<file path="src/rtl/rv_plic_src_filter_if.sv">
// Signal bundle between raw peripheral interrupt wires and the PLIC source filter.
// The master side drives raw lines and filter configuration; the slave side is the filter.
interface rv_plic_src_filter_if #(
  parameter int NumSrc = 64,
  parameter int CntW   = 4
);
  logic [NumSrc-1:0] raw_i;
  logic [NumSrc-1:0] filt_en_i;
  logic [CntW-1:0]   deb_cycles_i;
  logic [NumSrc-1:0] intr_src_o;
  logic [NumSrc-1:0] glitch_o;

  modport master (
    output raw_i,
    output filt_en_i,
    output deb_cycles_i,
    input  intr_src_o,
    input  glitch_o
  );

  modport slave (
    input  raw_i,
    input  filt_en_i,
    input  deb_cycles_i,
    output intr_src_o,
    output glitch_o
  );
endinterface

</file>
<file path="src/rtl/rv_plic_src_filter.sv">
// Per-source conditioning of raw interrupt lines ahead of rv_plic: synchroniser,
// optional debounce filter with glitch reporting, and source 0 tied low.
module rv_plic_src_filter #(
  parameter int NumSrc     = 64,
  parameter int SyncStages = 2,   // must be >= 2
  parameter int CntW       = 4
) (
  input  logic                  clk_i,
  input  logic                  rst_ni,
  rv_plic_src_filter_if.slave   bus
);

  typedef enum logic {
    ST_STABLE = 1'b0,
    ST_CHK    = 1'b1
  } state_e;

  localparam logic [CntW-1:0] CntMax = '1;

  logic [NumSrc-1:0] sync_q [SyncStages];
  logic [NumSrc-1:0] s;

  state_e            state_q [NumSrc];
  state_e            state_d [NumSrc];
  logic [CntW-1:0]   cnt_q   [NumSrc];
  logic [CntW-1:0]   cnt_d   [NumSrc];
  logic [NumSrc-1:0] lvl_q, lvl_d;
  logic [NumSrc-1:0] glitch_q, glitch_d;

  // NOTE: sequential state uses non-blocking assignments so every flop samples
  // pre-edge values and the chain shifts by exactly one stage per clock.
  always_ff @(posedge clk_i) begin
    if (!rst_ni) begin
      for (int k = 0; k < SyncStages; k++) begin
        sync_q[k] <= '0;
      end
    end else begin
      sync_q[0] <= bus.raw_i;
      for (int k = 1; k < SyncStages; k++) begin
        sync_q[k] <= sync_q[k-1];
      end
    end
  end

  assign s = sync_q[SyncStages-1];

  always_ff @(posedge clk_i) begin
    if (!rst_ni) begin
      for (int i = 0; i < NumSrc; i++) begin
        state_q[i] <= ST_STABLE;
        cnt_q[i]   <= '0;
      end
      lvl_q    <= '0;
      glitch_q <= '0;
    end else begin
      for (int i = 0; i < NumSrc; i++) begin
        state_q[i] <= state_d[i];
        cnt_q[i]   <= cnt_d[i];
      end
      lvl_q    <= lvl_d;
      glitch_q <= glitch_d;
    end
  end

  // Bypass and a finished/abandoned check both land in STABLE with cnt cleared,
  // so those are the defaults and only the counting branch overrides them.
  // NOTE: every always_comb output gets a default before any branch, so no
  // path leaves a signal unassigned and no latch is inferred.
  always_comb begin
    lvl_d    = lvl_q;
    glitch_d = '0;
    for (int i = 0; i < NumSrc; i++) begin
      state_d[i] = ST_STABLE;
      cnt_d[i]   = '0;

      if (!bus.filt_en_i[i]) begin
        lvl_d[i] = s[i];
      end else begin
        case (state_q[i])
          ST_STABLE: begin
            if (s[i] != lvl_q[i]) begin
              state_d[i] = ST_CHK;
            end
          end
          ST_CHK: begin
            if (s[i] == lvl_q[i]) begin
              glitch_d[i] = 1'b1;
            end else if (cnt_q[i] >= bus.deb_cycles_i) begin
              // >= keeps a lowered threshold from stranding the check.
              lvl_d[i] = ~lvl_q[i];
            end else begin
              state_d[i] = ST_CHK;
              cnt_d[i]   = (cnt_q[i] == CntMax) ? CntMax : cnt_q[i] + 1'b1;
            end
          end
        endcase
      end
    end

    // PLIC source ID 0 means "no interrupt"; pin it low.
    lvl_d[0]    = 1'b0;
    glitch_d[0] = 1'b0;
  end

  assign bus.intr_src_o = lvl_q;
  assign bus.glitch_o   = glitch_q;

endmodule

</file>
<file path="src/flat_wrapper.sv">
// flat-port wrapper written by rule: the top's interface ports become plain ports
module rv_plic_src_filter_flat 
#(
  parameter int NumSrc     = 64,
  parameter int SyncStages = 2,                  
  parameter int CntW       = 4
)
  (clk_i, rst_ni, bus_raw_i, bus_filt_en_i, bus_deb_cycles_i, bus_intr_src_o, bus_glitch_o);
  rv_plic_src_filter_if #(.NumSrc(NumSrc), .CntW(CntW)) bus_i ();
  input  logic clk_i;
  input  logic rst_ni;
  input wire logic [$bits(bus_i.raw_i)-1:0] bus_raw_i;
  input wire logic [$bits(bus_i.filt_en_i)-1:0] bus_filt_en_i;
  input wire logic [$bits(bus_i.deb_cycles_i)-1:0] bus_deb_cycles_i;
  output wire logic [$bits(bus_i.intr_src_o)-1:0] bus_intr_src_o;
  output wire logic [$bits(bus_i.glitch_o)-1:0] bus_glitch_o;
  assign bus_i.raw_i = bus_raw_i;
  assign bus_i.filt_en_i = bus_filt_en_i;
  assign bus_i.deb_cycles_i = bus_deb_cycles_i;
  assign bus_intr_src_o = bus_i.intr_src_o;
  assign bus_glitch_o = bus_i.glitch_o;
  rv_plic_src_filter #(.NumSrc(NumSrc), .SyncStages(SyncStages), .CntW(CntW)) u_core (.clk_i(clk_i), .rst_ni(rst_ni), .bus(bus_i));
endmodule
</file>
<file path="config.mk">
export PLATFORM = sky130hd
export DESIGN_NAME = rv_plic_src_filter_flat
export DESIGN_NICKNAME = d
export VERILOG_FILES = /design/src/rtl/rv_plic_src_filter_if.sv /design/src/rtl/rv_plic_src_filter.sv /design/src/flat_wrapper.sv
export SDC_FILE = /design/constraint.sdc
export NUM_CORES = 1
export LEC_CHECK = 0
export CAP_MARGIN = 10
export CORE_UTILIZATION = 42
export DETAILED_ROUTE_END_ITERATION = 10
export RECOVER_POWER = 25
export SYNTH_ARGS = -nofsm -noshare
export SYNTH_HDL_FRONTEND = slang
export SYNTH_SLANG_ARGS = --single-unit
</file>
<file path="constraint.sdc">
create_clock -name clk_i -period 8.1 [get_ports clk_i]
set_input_delay 2.43 -clock clk_i [delete_from_list [all_inputs] [get_ports clk_i]]
set_output_delay 2.43 -clock clk_i [all_outputs]
set_load 0.1 [all_outputs]
</file>
==> metrics, run 1 <==
status complete, but fails checks; failing checks capacitance limit, slew limit; RePlAce Congestion 0.784; fmax about 170 MHz; Post-CTS Setup Bufs 0; GR peak layer met2; Synth Flop Type dfxtp_1; synth warn 0; worst stage delay on the critical path 2.09 ns; I/O pin count 262; NumNets Final 3,747; met1 Use GR 0.215; RSZ-0062 raised after global routing no; synth-to-layout area growth 19.1%; GRT Util Overall 0.183; drt via density about 5.5; slowest CP cell clkbuf_2; critical path type input port to flip-flop; Seq/Total Area, Yosys 0.394; ys async rst share 0; Avg Cell Area, Syn 9.54 µm²; # port buffers around 260; number of flops mapped to enable cells by yosys 0; relative slew slack -1.08; Pre-Repair DR Iteration Count 7; PostCTS Resize Cnt 0; clk_skew 0.0195 ns; vias ~23,000; CTS Hold Bufs 0; startpoint types input port; worst-path cell chain clkbuf_2 > buf_4 > and3_1 > o2111ai_1 > nor3_1; post-synth top area share 0.394; CTS buffer count 67; Die Height 264 µm; Cells after Synth around 3,000; Area contributors post-synth dfxtp_1 (39%), ha_1 (14%), nand3_1 (5.5%); Crit Path Max Fanout roughly 170; drt drc 0; Starting DRT DRC Count 1,129; MaxCap Viol Count 1; Tmin final 5.77 ns; crit-path leading delay family buffers and inverters; Leakage approximately 13 nW; Die X around 260 µm; initial antenna violation count 6; Worst setup EP type flip-flop; grt met2 use 0.326; Yosys cell types 31; # rows 95; Setup violations, final 0; Final HPWL DP 44,800 µm; Synth Register Bits ~570; area leader, netlist dfxtp_1; die footprint about 70,000 µm²; max-slew violations 174; final hold vios 0; Bufs on Longest Clock Path 3; wire length per cell about 15 µm; first-pass GRT wire length 108,000 µm; CTS tree yes; commonest non-fill, non-tap cell in the layout dfxtp_1; Final ANT Viol Nets 0; largest net degree at the start of global routing 240; VDD IR-drop max about 0.13 mV; final worst path period share 0.713; Worst-Margin Slew ~3.1 ns; Critical Path AT ~6.3 ns; Buf/Inv on CP 2; Setup TNS Final 0 ns; core footprint between 60,000 and 70,000 µm²; Cell Area, Synth about 29,000 µm²; R2R setup slack around 6.3 ns; hold slack between 0.4 and 0.5 ns; Min-Delay Path Class flip-flop to flip-flop; share of cells above drive strength 1 0.0818; total clock sinks roughly 570; commonest cells after routing, fill and taps aside dfxtp_1 (567), nand3_1 (315), ha_1 (315), clkdlybuf4s50_1 (254), a21oi_1 (252); Power Dens Cells about 190 nW/µm²; Initial Util 0.427; worst skew pair latency 0.58 ns; vias in the first global route 22,800; WP data required roughly 8.6 ns; root buf cell clkbuf_16; Clock Pin Slew Worst Setup and Hold Paths 0.05 ns; H-tree Lvls 3; total wire length about 65,000 µm; grt ovf 0; GR met3 Demand/Resource 0.0372
==> area by class of cell <==
class,instances,area [µm²]
multi-input cells,2270,16600
inverters,129,488
fillers,6110,33200
well taps,873,1090
clock inverters,14,206
repair buffers,263,2620
diodes,2,5.00
clock buffers,105,2030
flip-flops and latches,567,11400
==> routing by layer <==
layer  wire length (µm)  part of all wire
met5                 48           0.00074
met4               1500             0.023
met3               2640             0.041
met2              31800              0.49
met1              28800              0.44
==> through the flow <==
step	instances	setup slack [ns]	cell area (µm²)	util	total power, mW
after CTS	4221	2.99	34500	0.510	6.57
after detailed placement	4102	2.37	32200	0.477	3.46
after floorplan	3024	3.36	28800	-	3.27
final	4223	2.33	34300	0.509	6.46
after global placement	4102	2.45	32200	0.477	3.44
after global routing	4223	1.88	34300	0.509	6.73
==> logic make-up (layout without fill, tap and decap cells) <==
| logic type | count (synthesis) | count (layout) | share of synthesized area |
|---|---|---|---|
| adders and majority gates | 315 | 315 | 0.137 |
| xor gates and xnor gates | 63 | 63 | 0.0191 |
| other | 1 | 4 | 0.000130 |
| DFF | 567 | 567 | 0.394 |
| AOI/OAI and AO/OA | 645 | 645 | 0.169 |
| and+or+nand+nor | 1245 | 1245 | 0.252 |
| buffers and inverters | 187 | 511 | 0.0291 |
==> report_power, final <==
group / total (mW) / internal (mW) / switching (mW) / leakage [nW]
combinational: 0.509 / 0.177 / 0.332 / 7.57
clock: 3.06 / 1.88 / 1.19 / 1.10
sequential: 2.88 / 2.84 / 0.0400 / 4.60
total: 6.46 / 4.90 / 1.56 / 13.3
==> cells in the mapped netlist, drive strengths merged, types with 15 or more instances <==
| cell | instances |
|---|---|
| o211ai | 126 |
| clkbuf | 20 |
| nand4b | 63 |
| o21ai | 63 |
| o221a | 63 |
| o2111ai | 63 |
| dfxtp | 567 |
| xor2 | 63 |
| nor2 | 141 |
| nor3b | 111 |
| nand2 | 126 |
| nor3 | 111 |
| inv | 129 |
| and2 | 126 |
| buf | 38 |
| a21oi | 252 |
| a31oi | 63 |
| nand3 | 315 |
| or3 | 63 |
| and3 | 126 |
| a211oi | 15 |
| nor2b | 63 |
| ha | 315 |
==> state kept, by name, summed over array words and instances (netlist names) <==
signal                 flops
u_core.sync_q            126
u_core.bus.glitch_o       63
u_core.bus.intr_src_o     63
u_core.cnt_q             252
u_core.state_q            63
==> path summary, 6_finish.rpt <==
kind / from / endpoint / cells after the start
worst max-delay path: rst_ni / u_core.cnt_q[0][14]$_SDFF_PP0_ / 5
worst min-delay path: u_core.sync_q[0][14]$_SDFF_PN0_ / u_core.sync_q[0][78]$_SDFF_PN0_ / 1
worst max register to register: u_core.cnt_q[1][92]$_SDFF_PP0_ / u_core.cnt_q[1][95]$_SDFF_PP0_ / 5
worst min register to register: u_core.sync_q[0][14]$_SDFF_PN0_ / u_core.sync_q[0][78]$_SDFF_PN0_ / 1
Note: power is estimated with default switching activity, not from simulation.
==> inputs of run 2 (changes only) <==
==> constraint.sdc (replaced) <==
create_clock -name clk_i -period 4.9 [get_ports clk_i]
set_input_delay 1.47 -clock clk_i [delete_from_list [all_inputs] [get_ports clk_i]]
set_output_delay 1.47 -clock clk_i [all_outputs]
set_load 0.1 [all_outputs]
==> run 2 against run 1 <==
Against the previous run: register-to-register slack worse by 3.2 ns; setup slack got worse by 1.4 ns; cell count rose by 0.36%; sequential share of layout area is 0.25 points lower; core utilization increased by 0.39 points; routed wire length up 1.1%; hold slack got worse by 0.0054 ns; the flow still finishes with violations (capacitance limit, slew limit); final area up 0.78%; clock power is 71% higher; largest cell class unchanged; global-route usage up 0.30 points; clock skew rose by 0.0032 ns; flip-flop and latch count is the same.
==> metrics, run 2 (synthesis results as in run 1) <==
status complete, but fails checks; failing checks capacitance limit, slew limit; slowest CP cell clkbuf_2; die footprint 69,700 µm² (unchanged); Setup TNS Final 0 ns (unchanged); max-slew violations 127 (-27%); Pre-Repair DR Iteration Count 7 (unchanged); Buf/Inv on CP 2 (unchanged); worst-path cell chain clkbuf_2 > buf_4 > and3_1 > o2111ai_1 > nor3_1; flip-flop and latch area 11,400 µm² (unchanged); critical path startpoint rst_ni; CTS tree yes; VDD IR-drop max 0.264 mV (+100%); MaxCap Viol Count 1 (unchanged); Tmin final between 4 and 5 ns; worst stage delay on the critical path 1.76 ns (-0.33 ns); Starting DRT DRC Count 945 (-16%); initial antenna violation count 5 (-1); critical path type input port to flip-flop; commonest cells after routing, fill and taps aside dfxtp_1 (567), nand3_1 (315), ha_1 (315), clkdlybuf4s50_1 (254), a21oi_1 (252); CTS buffer count 68 (+1.5%); final hold vios 0 (unchanged); Power Dens Cells 313 nW/µm² (+67%); crit-path leading delay family buffers and inverters; Worst-Margin Slew 2.52 ns (-0.597 ns); # rows 95 (unchanged); Bufs on Longest Clock Path 3 (unchanged); RePlAce Congestion 0.797 (+1.7%); commonest non-fill, non-tap cell in the layout dfxtp_1; clk_skew 0.0227 ns (+0.00324 ns); R2R setup slack 3.09 ns (-3.18 ns); Post-DP Area 32,400 µm² (+0.51%); first-pass GRT wire length 109,000 µm (+1.5%); PostCTS Resize Cnt 0 (unchanged); CTS Hold Bufs 0 (unchanged); Hold Crit Start u_core.sync_q[0][2]$_SDFF_PN0_; GRT Util Overall 0.185 (+0.00300); startpoint types input port; Post-CTS Setup Bufs 0 (unchanged); final instance area 34,600 µm² (+0.78%); Initial Util 0.427 (unchanged); Die X 264 µm (unchanged); grt ovf 0 (unchanged); largest net degree at the start of global routing 132 (-45%); WP data required 5.41 ns (-3.18 ns); fillers 6,062 (-0.79%); share of cells above drive strength 1 0.0883 (+0.00650); NumNets Final 3,760 (+0.35%); Leakage 13.4 nW (+1.1%); vias 23,400 (+0.22%); vias in the first global route 23,000 (+1.2%); Min-Delay Path Class flip-flop to flip-flop; Critical Path AT 4.51 ns (-1.75 ns); R2R Path Start u_core.cnt_q[1][92]$_SDFF_PP0_; worst slack, placed 0.420 ns (-1.95 ns); Setup violations, final 0 (unchanged); Crit Path Max Fanout 131 (-25%); worst skew pair latency 0.60 ns (+0.02 ns); drt drc 0 (unchanged); Final HPWL DP 45,900 µm (+2.4%); wire length per cell 15.5 µm (+0.71%); I/O pin count 262 (unchanged); Largest Register u_core.cnt_q; H-tree Lvls 3 (unchanged); relative slew slack -0.682 (+0.398); final core utilization 0.513 (+0.00395); # port buffers 257 (unchanged); total power 10.8 mW (+68%); Final ANT Viol Nets 0 (unchanged); drt via density 5.53 (-0.14%); synth-to-layout area growth 20.0%; total wire length 65,500 µm (+1.1%); largest registers u_core.cnt_q: 252 flops, u_core.sync_q: 126 flops; final worst path period share 0.817; core footprint 67,500 µm² (unchanged); Worst setup EP type flip-flop; total clock sinks 567 (unchanged); max reg flops 252 (unchanged); RSZ-0062 raised after global routing no; Clock Pin Slew Worst Setup and Hold Paths 0.06 ns (about the same); multi-input logic area 16,600 µm² (about the same); fmax 250 MHz; Die Height 264 µm (unchanged); final setup margin 0.898 ns (-1.43 ns); root buf cell clkbuf_16
[run 2: cell types whose count changed in the layout (fill, tap and decap cells not counted), moves of 4 or more]
cell	change
buf_4	+5
clkinv_2	+7
clkbuf_1	-7
and2_0	-4
buf_12	+6
and2_1	+4
[run 2: cell type report]
| type | count | share of cell area |
|---|---|---|
| multi-input combinational | 2270 | 0.479 |
| sequential | 567 | 0.328 |
| timing repair buffer | 275 | 0.0803 |
| clock buffer | 100 | 0.0597 |
| tap | 873 | 0.0316 |
| inverter | 129 | 0.0141 |
| clock inverter | 21 | 0.00766 |
| antenna | 3 | 0.000217 |
[run 2: worst paths after layout]
path,cells past startpoint,endpoint
worst max-delay path,5,u_core.cnt_q[0][99]$_SDFF_PP0_
worst min-delay path,1,u_core.sync_q[0][66]$_SDFF_PN0_
worst max register to register,5,u_core.cnt_q[1][94]$_SDFF_PP0_
worst min register to register,1,u_core.sync_q[0][66]$_SDFF_PN0_
[run 2: per-layer routing]
metal  GRT usage  vias to the layer above  part of all wire  routed length, µm
met5           0                        -           0.00041                 27
met1       0.220                    11100              0.44              29100
li1            -                    11900                 -                  -
met4      0.0666                        4             0.031               2000
met3      0.0387                      116             0.042               2780
met2       0.329                      342              0.48              31600
[run 2: power by group]
group / internal (mW) / total, mW / switching (mW) / leakage, nW
clock network: 3.23 / 5.22 / 1.99 / 1.16
logic: 0.306 / 0.857 / 0.552 / 7.65
registers: 4.70 / 4.77 / 0.0667 / 4.60
[run 2: per-stage QoR]
step | hold slack (ns) | instances
after floorplan | 0.412 | 3024
after global placement | 0.414 | 4114
after detailed placement | 0.420 | 4114
after CTS | 0.433 | 4235
after global routing | 0.439 | 4238
final | 0.425 | 4238
==> inputs of run 3 (changes only) <==
==> constraint.sdc (replaced) <==
create_clock -name clk_i -period 4.1 [get_ports clk_i]
set_input_delay 1.23 -clock clk_i [delete_from_list [all_inputs] [get_ports clk_i]]
set_output_delay 1.23 -clock clk_i [all_outputs]
set_load 0.1 [all_outputs]
==> run 3 against run 2 <==
Against the previous run: the flow still finishes with violations (capacitance limit, slew limit); sequential power is 19% higher; critical endpoint is now u_core.cnt_q[0][106]$_SDFF_PP0_; first-iteration DRC count is 11% higher; die area stayed put.
==> metrics, run 3 (synthesis results as in run 1) <==
status complete, but fails checks; failing checks capacitance limit, slew limit; core footprint 67,500 µm² (unchanged); Hold Crit Start u_core.sync_q[0][58]$_SDFF_PN0_; GRT Util Overall 0.183 (-0.00264); startpoint types input port; post-route insts no fill 4,231 (-0.17%); commonest non-fill, non-tap cell in the layout dfxtp_1; grt ovf 0 (unchanged); Critical Path AT 4.00 ns (-0.51 ns); largest net degree at the start of global routing 88 (-33%); initial antenna violation count 4 (-1); MaxCap Viol Count 1 (unchanged); R2R Path Start u_core.cnt_q[1][88]$_SDFF_PP0_; R2R setup slack 2.26 ns (-0.83 ns); worst-path cell chain clkbuf_2 > clkbuf_1 > and3_1 > o2111ai_1 > nor3_1; vias 23,500 (+0.17%); worst stage delay on the critical path 1.25 ns (-0.51 ns); RSZ-0062 raised after global routing no; total clock sinks 567 (unchanged); RePlAce Congestion 0.789 (-1.1%); crit-path leading delay family buffers and inverters; PostCTS Resize Cnt 0 (unchanged); Switching Share 0.242 (+0.00134); final hold vios 0 (unchanged); Initial Util 0.427 (unchanged); Clk pwr share 0.461 (-0.020); Die Height 264 µm (unchanged); root buf cell clkbuf_16; fmax 287 MHz; WHS Path Cells 1 (unchanged); Final ANT Viol Nets 0 (unchanged); Setup violations, final 0 (unchanged); commonest cells after routing, fill and taps aside dfxtp_1 (567), nand3_1 (315), ha_1 (315), a21oi_1 (252), clkdlybuf4s50_1 (224); WP data required 4.61 ns (-0.80 ns); Worst-Margin Slew 1.76 ns (-0.760 ns); total wire length 64,700 µm (-1.3%); synth-to-layout area growth 19.3%; wire length per cell 15.3 µm (-1.1%); drt via density 5.55 (+0.33%); Largest Register u_core.cnt_q; Power Dens Cells 363 nW/µm² (+16%); max-slew violations 84 (-34%); WHS Endpoint u_core.sync_q[0][122]$_SDFF_PN0_; Int Power 9.47 mW (+15%); Flop pwr share 0.456 (+0.016); CTS tree yes; VDD IR-drop max 0.312 mV (+18%); Bufs on Longest Clock Path 3 (unchanged); final core utilization 0.510 (-0.00287); Die X 264 µm (unchanged); placed cell count 4,116 (+0.049%); max reg flops 252 (unchanged); reg2reg end u_core.cnt_q[1][91]$_SDFF_PP0_; Pre-Repair DR Iteration Count 6 (-1); Sw Pwr 3.02 mW (+16%); Worst setup EP type flip-flop; relative slew slack -0.175 (+0.507); Post-CTS Setup Bufs 0 (unchanged); I/O pin count 262 (unchanged); die footprint 69,700 µm² (unchanged); Reg2Reg Depth 5 (unchanged); logic gate share of total power 0.082 (+0.003); Crit Path Max Fanout 87 (-34%); worst skew pair latency 0.59 ns (about the same); Setup TNS Final 0 ns (unchanged); slowest CP cell clkbuf_2; Leakage 13.4 nW (about the same); vias in the first global route 22,900 (-0.50%); Clock Pin Slew Worst Setup and Hold Paths 0.06 ns (about the same); total power 12.5 mW (+15%); CTS buffer count 66 (-2.9%); largest registers u_core.cnt_q: 252 flops, u_core.sync_q: 126 flops; share of cells above drive strength 1 0.0959 (+0.00758); Starting DRT DRC Count 1,049 (+11%); NumNets Final 3,760 (unchanged); Final HPWL DP 45,800 µm (-0.24%); drt drc 0 (unchanged); H-tree Lvls 3 (unchanged); Buf/Inv on CP 2 (unchanged); first-pass GRT wire length 108,000 µm (-1.4%); critical path type input port to flip-flop; Min-Delay Path Class flip-flop to flip-flop; clk_skew 0.0113 ns (-0.0114 ns); # rows 95 (unchanged); CTS Hold Bufs 0 (unchanged); # port buffers 257 (unchanged); Tmin final roughly 3.5 ns; final worst path period share 0.851
run 3: cell count changes in the layout (fill, tap and decap cells not counted), moves of 2 or more:
| cell | before | now |
|---|---|---|
| and2_1 | 89 | 85 |
| bufinv_16 | 6 | 0 |
| buf_4 | 11 | 39 |
| buf_12 | 7 | 11 |
| clkdlybuf4s50_1 | 254 | 224 |
| diode_2 | 3 | 1 |
| clkbuf_16 | 71 | 73 |
| and2_0 | 37 | 41 |
| clkbuf_8 | 18 | 15 |
run 3: how the worst max path moves through the flow:
stage,start,endpoint,cells after the start
floorplan,bus_deb_cycles_i[3],u_core.cnt_q[1][26]$_SDFF_PP0_,5
global placement,bus_deb_cycles_i[1],u_core.cnt_q[0][114]$_SDFF_PP0_,8
detailed placement,bus_deb_cycles_i[1],u_core.cnt_q[0][35]$_SDFF_PP0_,8
CTS,u_core.bus.intr_src_o[8]$_SDFFE_PN0P_,bus_intr_src_o[8],1
global route,rst_ni,u_core.cnt_q[0][107]$_SDFF_PP0_,5
finish,rst_ni,u_core.cnt_q[0][106]$_SDFF_PP0_,5
run 3: through the flow:
stage	hold slack, ns	setup slack [ns]	area (µm²)
floorplan	0.412	0.559	28800
global placement	0.414	0.375	32400
detailed placement	0.417	0.328	32400
global route	0.440	0.319	34400
finish	0.429	0.612	34400
CTS	0.431	0.639	34500
run 3: layout make-up:
type	count	area, µm²
well taps	873	1090
clock inverters	15	77.6
diodes	1	2.50
multi-input cells	2270	16600
repair buffers	277	2770
flip-flops and latches	567	11400
inverters	129	488
fillers	6066	33100
clock buffers	99	2070
run 3: power by group through the flow:
stage                     Sequential (mW)  Combinational, mW  Clock (mW)
final                                5.70               1.03        5.76
after global routing                 5.71               1.12        6.20
after CTS                            5.70               1.04        5.96
after detailed placement             5.82               1.04           0
after global placement               5.81               1.01           0
after floorplan                      6.02              0.446           0
run 3: worst reg2reg max path: cells and delay by family, from the launching register on:
kind / cells / cell delay (ns)
AOI/OAI and AO/OA: 1 / 0.32
DFF: 1 / 0.40
adders and majority gates: 1 / 0.26
and+or+nand+nor: 2 / 0.70
buffers and inverters: 1 / 0.07
run 3: routing by layer:
layer  GRT usage  up-vias  wire length [µm]
met4      0.0616        6              1740
li1            -    11900                 -
met3      0.0413      126              2980
met2       0.324      359             31300
met5           0        -                38
met1       0.216    11000             28700
